<file path="config.mk">
export PLATFORM = sky130hd
export DESIGN_NAME = instr_fetch_flat
export DESIGN_NICKNAME = d
export VERILOG_FILES = /design/src/rtl/instr_fetch_if.sv /design/src/rtl/instr_fetch.sv /design/src/flat_wrapper.sv
export SDC_FILE = /design/constraint.sdc
export NUM_CORES = 1
export LEC_CHECK = 0
export CAP_MARGIN = 20
export CORE_ASPECT_RATIO = 0.75
export CORE_MARGIN = 2
export CORE_UTILIZATION = 38
export CTS_BUF_LIST = sky130_fd_sc_hd__clkbuf_2 sky130_fd_sc_hd__clkbuf_4 sky130_fd_sc_hd__clkbuf_8
export CTS_CLUSTER_SIZE = 24
export DETAILED_ROUTE_END_ITERATION = 10
export PLACE_DENSITY = 0.78
export SYNTH_ARGS = -nofsm -noshare
export SYNTH_HDL_FRONTEND = slang
export SYNTH_SLANG_ARGS = --single-unit
</file>
<file path="constraint.sdc">
create_clock -name clk -period 1.6 [get_ports clk]
set_input_delay 0.24 -clock clk [delete_from_list [all_inputs] [get_ports clk]]
set_output_delay 0.24 -clock clk [all_outputs]
set_load 0.02 [all_outputs]
</file>
<file path="src/rtl/instr_fetch_if.sv">
// Fetch-stage bus: the ROM address/data pair, decode-side controls and the IR outputs.
// The master side is the fetch unit; the slave side is the ROM plus decode.
interface instr_fetch_if #(
  parameter int ADDR_W  = 8,
  parameter int INSTR_W = 16
);
  logic [ADDR_W-1:0]  rom_addr;
  logic [INSTR_W-1:0] rom_data;
  logic               stall;
  logic               branch_en;
  logic [ADDR_W-1:0]  branch_target;
  logic [INSTR_W-1:0] ir;
  logic [ADDR_W-1:0]  ir_pc;
  logic               ir_valid;
  logic [ADDR_W-1:0]  pc;
  logic               halted;

  modport master (
    output rom_addr, ir, ir_pc, ir_valid, pc, halted,
    input  rom_data, stall, branch_en, branch_target
  );

  modport slave (
    input  rom_addr, ir, ir_pc, ir_valid, pc, halted,
    output rom_data, stall, branch_en, branch_target
  );
endinterface

</file>
<file path="src/rtl/instr_fetch.sv">
// Instruction fetch stage: owns the PC, drives the combinational ROM and registers the
// returned word into the IR. Supports stall, branch redirect with flush, and HALT.
module instr_fetch #(
  parameter int               ADDR_W   = 8,
  parameter int               INSTR_W  = 16,
  parameter logic [ADDR_W-1:0] RESET_PC = '0,
  parameter logic [3:0]        HALT_OP  = 4'hF
) (
  input  logic               clk,
  input  logic               reset,
  instr_fetch_if.master      bus
);

  typedef enum logic {RUN, HALT} state_e;

  state_e             state_q, state_d;
  logic [ADDR_W-1:0]  pc_q, pc_d;
  logic [INSTR_W-1:0] ir_q, ir_d;
  logic [ADDR_W-1:0]  ir_pc_q, ir_pc_d;
  logic               ir_valid_q, ir_valid_d;
  logic               is_halt_op;

  assign is_halt_op = (bus.rom_data[INSTR_W-1 -: 4] == HALT_OP);

  // NOTE: sequential state uses non-blocking assignments so every register samples
  // pre-edge values, independent of the order of statements or processes.
  always_ff @(posedge clk) begin
    if (reset) begin
      state_q    <= RUN;
      pc_q       <= RESET_PC;
      ir_q       <= '0;
      ir_pc_q    <= '0;
      ir_valid_q <= 1'b0;
    end else begin
      state_q    <= state_d;
      pc_q       <= pc_d;
      ir_q       <= ir_d;
      ir_pc_q    <= ir_pc_d;
      ir_valid_q <= ir_valid_d;
    end
  end

  // NOTE: every signal gets a hold default before any branch, so no path leaves a
  // variable unassigned and no latch is inferred.
  always_comb begin
    state_d    = state_q;
    pc_d       = pc_q;
    ir_d       = ir_q;
    ir_pc_d    = ir_pc_q;
    ir_valid_d = ir_valid_q;

    if (bus.branch_en) begin
      // Redirect wins over stall and halt; the IR contents are flushed, not replaced.
      pc_d       = bus.branch_target;
      ir_valid_d = 1'b0;
      state_d    = RUN;
    end else begin
      unique case (state_q)
        RUN: begin
          if (!bus.stall) begin
            ir_d       = bus.rom_data;
            ir_pc_d    = pc_q;
            ir_valid_d = 1'b1;
            if (is_halt_op) state_d = HALT;
            else            pc_d    = pc_q + ADDR_W'(1);
          end
        end
        HALT: begin
          // A stalled decode keeps the pending HALT word until it is accepted.
          if (!bus.stall) ir_valid_d = 1'b0;
        end
        default: state_d = RUN;
      endcase
    end
  end

  always_comb begin
    bus.rom_addr = pc_q;
    bus.pc       = pc_q;
    bus.ir       = ir_q;
    bus.ir_pc    = ir_pc_q;
    bus.ir_valid = ir_valid_q;
    bus.halted   = (state_q == HALT);
  end

endmodule

</file>
<file path="src/flat_wrapper.sv">
// flat-port wrapper written by rule: the top's interface ports become plain ports
module instr_fetch_flat 
#(
  parameter int               ADDR_W   = 8,
  parameter int               INSTR_W  = 16,
  parameter logic [ADDR_W-1:0] RESET_PC = '0,
  parameter logic [3:0]        HALT_OP  = 4'hF
)
  (clk, reset, bus_rom_addr, bus_ir, bus_ir_pc, bus_ir_valid, bus_pc, bus_halted, bus_rom_data, bus_stall, bus_branch_en, bus_branch_target);
  instr_fetch_if #(.ADDR_W(ADDR_W), .INSTR_W(INSTR_W)) bus_i ();
  input  logic clk;
  input  logic reset;
  output wire logic [$bits(bus_i.rom_addr)-1:0] bus_rom_addr;
  output wire logic [$bits(bus_i.ir)-1:0] bus_ir;
  output wire logic [$bits(bus_i.ir_pc)-1:0] bus_ir_pc;
  output wire logic [$bits(bus_i.ir_valid)-1:0] bus_ir_valid;
  output wire logic [$bits(bus_i.pc)-1:0] bus_pc;
  output wire logic [$bits(bus_i.halted)-1:0] bus_halted;
  input wire logic [$bits(bus_i.rom_data)-1:0] bus_rom_data;
  input wire logic [$bits(bus_i.stall)-1:0] bus_stall;
  input wire logic [$bits(bus_i.branch_en)-1:0] bus_branch_en;
  input wire logic [$bits(bus_i.branch_target)-1:0] bus_branch_target;
  assign bus_rom_addr = bus_i.rom_addr;
  assign bus_ir = bus_i.ir;
  assign bus_ir_pc = bus_i.ir_pc;
  assign bus_ir_valid = bus_i.ir_valid;
  assign bus_pc = bus_i.pc;
  assign bus_halted = bus_i.halted;
  assign bus_i.rom_data = bus_rom_data;
  assign bus_i.stall = bus_stall;
  assign bus_i.branch_en = bus_branch_en;
  assign bus_i.branch_target = bus_branch_target;
  instr_fetch #(.ADDR_W(ADDR_W), .INSTR_W(INSTR_W), .RESET_PC(RESET_PC), .HALT_OP(HALT_OP)) u_core (.clk(clk), .reset(reset), .bus(bus_i));
endmodule
</file>
Word-level counts from Yosys, hierarchy flattened
Cells that the tools add are included.
{ "word_totals": {"output_inout_bits": 42, "reg_bits": 34} }
{ "classes": {"bitwise_logic": 3, "reduce_logical": 4, "eq_ne": 6, "n_addsub": 1, "muxes": 10} }
{ "op_table": {"columns": ["operator", "count"], "rows": [
  ["2-to-1 mux 8 bit", 4],
  ["adder 8 x 1 -> 8 bit, second input constant", 1],
  ["!= test 2 bit, second input constant", 4],
  ["AND reduction 3 bit", 2],
  ["2-to-1 mux 1 bit", 5],
  ["== test 4 bit, second input constant", 1],
  ["inverter 1 bit", 3],
  ["!= test 2 x 1 -> 1 bit, second input constant", 1],
  ["one-hot mux 1 bit (2 select lines)", 1],
  ["AND reduction 2 bit", 1],
  ["OR reduction 2 bit", 1]
]} }

Depth between registers and ports, before layout
{ "logic_depth": {"ltp_word": 5, "depth_mapped": 6, "ltp_nobuf": 4} }

Worst setup path after synthesis
No wires, ideal clock.
{ "synth_path": {"kind": "reg-to-reg", "from": "register u_core.pc_q[2] (netlist: u_core.bus.pc[2])", "to": "register u_core.pc_q[3] (netlist: u_core.bus.pc[3])", "stages_incl_launch_ff": 4, "synth_period_minus_slack_ps": 1648, "path_slack_ps": -48, "required_time_ps": 1509, "path_buffers": 0, "t_arrival_ps": 1558, "setup_ps": 91, "path_cell_list": "dfxtp_1 or3b_1 or4_1 a311oi_1"} }
{ "synth_via": {"elab_chain_cells": 5} }
{ "synth_lines": {"columns": ["item", "line_no", "text"], "rows": [
  ["from (decl)", "instr_fetch.sv:17", "logic [ADDR_W-1:0] pc_q, pc_d;"],
  ["from (signal assigned)", "instr_fetch.sv:36", "pc_q <= pc_d;"],
  ["adder 8 x 1 -> 8 bit", "instr_fetch.sv:65", "else pc_d = pc_q + ADDR_W'(1);"],
  ["2-to-1 mux 8 bit", "instr_fetch.sv:64", "if (is_halt_op) state_d = HALT;"],
  ["2-to-1 mux 8 bit", "instr_fetch.sv:60", "if (!bus.stall) begin"],
  ["2-to-1 mux 8 bit", "instr_fetch.sv:58", "unique case (state_q)"],
  ["2-to-1 mux 8 bit", "instr_fetch.sv:52", "if (bus.branch_en) begin"]
]} }
Every way passes these cells. The select of a mux whose other input is x is not followed.
A chain may end at the register's enable or synchronous reset.

Final worst setup path
Same ends and word-level chain as after synthesis.

==> metrics.txt <==
die area=4370 um^2; sequential cell area fraction in the yosys report=46.50%; reg2reg path depth=3; post-route ant nets=0; vias per cell=5.006; Final Setup Violations=0; YS warnings=0; # fillers=332; total grt overflow=0; WP data required=1.80 ns; Die H=57.75 um; DP HPWL=2.868 mm; unrepaired setup endpoints after global routing=false; post-synthesis compound-gate area fraction=18.97%; WL/cell=12.90 um; routed vias=1572; post-synthesis average cell area=7.999 um^2; largest net degree at the start of global routing=35; First-pass DRT Iterations=5; H-tree levels=2; top_reg_cell synth=dfxtp_1; fin crit period=1.551 ns; critical path type=reg2reg; Worst setup SP type=register; buffers added on ports=69; fmax=645.0 MHz; die width=75.67 um; Clock Sinks=34; clk_lat worst skew=0.29 ns; area leader, netlist=dfxtp_1; cell area after synthesis=1464 um^2; clk slew on worst S/H paths=0.07 ns; largest fanout on the critical path=3; non-filler instance count after layout=314; post-synth cell types=29; Synth Area in XOR/XNOR=0%; Rows=19; Hold Path Cell Cnt=2; hold buffers post-CTS=0; most used standard cell by instance count after synthesis=nand2_1; GRT Overall Usage=19.48%; syn_nets=212; Nets=290; setup slack after layout=0.04949 ns; Synth Instances=183; placed cell count=306; Synth top area share=46.50%; Final Cell Area=2434 um^2; Max IR drop VDD=0.0005204 V; initial antenna violation count=0; worst clock skew=0.002951 ns; setup TNS=0 ns; First DRT Iteration DRCs=68; hold slack=0.4533 ns; ranking of synthesized cells by area=dfxtp_1 (46%), nand2_1 (13%), a21oi_1 (8.9%); synth-to-layout area growth=66.24%; Crit. End Element=register; #FFs+latches synth=34; Placer Congestion=0.8322; TritonCTS buffer count=5; Starting Density=39.73%; first-pass GRT wire length=6.437 mm; Post-synth top cells=nand2_1 (49), dfxtp_1 (34), a21oi_1 (26); outcome=finished clean; Post-synth EDFFs=0; num ports=70; relative slew slack=75.48%; Max Cap Viol=0; share of layout cells above drive strength 1=14.50%; Post-Synth Adder-Cell Area=0.8547%; vias in the first global route=1438; placed cell areas=2321 um^2; core area=3685 um^2; # DRC=0; combinational family with the most area after synthesis=simple AND/OR/NAND/NOR gates; root buf cell=clkbuf_8; ant diodes=0; leakage=0.001005 uW; mux cell area share after synthesis=0%; Worst Tran Pin Value=0.3585 ns; pre-CTS WS=-0.3191 ns; crit share post-route=96.91%; Power Density=826.1 nW/um^2; hold violation count in the final report=0; final WL=4.052 mm; fin. max-slew vios=0; ys async rst share=0%; clk buf depth=2; Data arrival, critical path=1.75 ns; fraction of the mapped netlist area in simple logic gates=24.02%; Worst Hold Class=reg2reg; CTS tree=yes
[power breakdown]
group	total (uW)	switching [uW]	internal (uW)
combinational	422	204	218
clock	670	306	364
sequential	919	30.3	888
total	2010	540	1470
[critical path, cell delays in order, from the launching register on]
cell and delay [ns]:
dfxtp_2 0.37, or3b_4 0.39, or4_1 0.48, a311oi_1 0.22
[path summary, 6_finish.rpt]
check	startpoint	endpoint	slack (ns)
worst max register to register	u_core.bus.pc[2]	u_core.bus.pc[3]	0.05
worst min register to register	u_core.bus.ir[1]	u_core.bus.ir[1]	0.45
worst max-delay path	u_core.bus.pc[2]	u_core.bus.pc[3]	0.05
worst min-delay path	u_core.bus.ir[1]	u_core.bus.ir[1]	0.45
[kinds of logic (layout without fill, tap and decap cells)]
family,count (synthesis),after routing
AO/OA/AOI/OAI,43,43
adder cells (fa/ha/maj),1,1
buffers and inverters,27,106
flip-flops,34,34
AND/OR/NAND/NOR,78,78
[area by class of cell]
type                            instances  area, um^2  share of cell area (%)
Clock buffer                            7       90.09                   3.702
Clock inverter                          1       5.005                  0.2057
Inverter                                5       18.77                  0.7712
Multi-Input combinational cell        122       668.1                   27.46
Sequential cell                        34       681.9                   28.02
Tap cell                               52       65.06                   2.674
Timing Repair Buffer                   93       904.6                   37.17
[stage by stage]
stage	power, uW	util (%)
3_5_place_dp	1372	62.99
5_1_grt	2112	66.04
2_1_floorplan	1138	-
4_1_cts	2021	65.26
3_3_place_gp	1366	62.99
6_report	2010	66.04
[routing by layer]
| layer | share of wire (%) | track usage [%] |
|---|---|---|
| met5 | 0 | 0 |
| met4 | 0.99 | 4.511 |
| met3 | 10 | 9.391 |
| met2 | 44 | 31.06 |
| met1 | 44 | 23.84 |
[cells in the final DEF, fill, tap and decap left out]
cell,instances
clkbuf_4,1
clkdlybuf4s50_1,51
or4_1,3
a311oi_1,6
a221oi_1,1
nand4bb_4,1
a2111oi_1,1
dfxtp_2,1
or3_2,1
nand3b_1,1
buf_12,3
nor3_1,2
dlygate4sd2_1,13
nand4_1,2
o31ai_1,6
inv_1,5
nor2b_1,2
nor4_1,1
o41a_1,2
and3_1,1
a21oi_1,26
buf_4,21
nor3_2,1
nor2_1,9
dlymetal6s2s_1,5
clkinv_2,1
nand2_1,49
clkbuf_8,6
dfxtp_1,33
or3b_4,1
and4_4,1
ha_1,1
nand3_1,3
a2111oi_0,1
[sequential cells by signal, indices dropped and copies added, names as in the netlist]
signal / cells
u_core.bus.halted: 1
u_core.bus.ir: 16
u_core.bus.ir_pc: 8
u_core.bus.pc: 8
u_core.bus.ir_valid: 1
[repair_timing]
action,CTS,global route
pin swaps,0,1
setup buffers,0,0
endpoints found under the setup margin,16,9
gates resized for setup,14,9
Note: power is estimated with default switching activity, not from simulation.
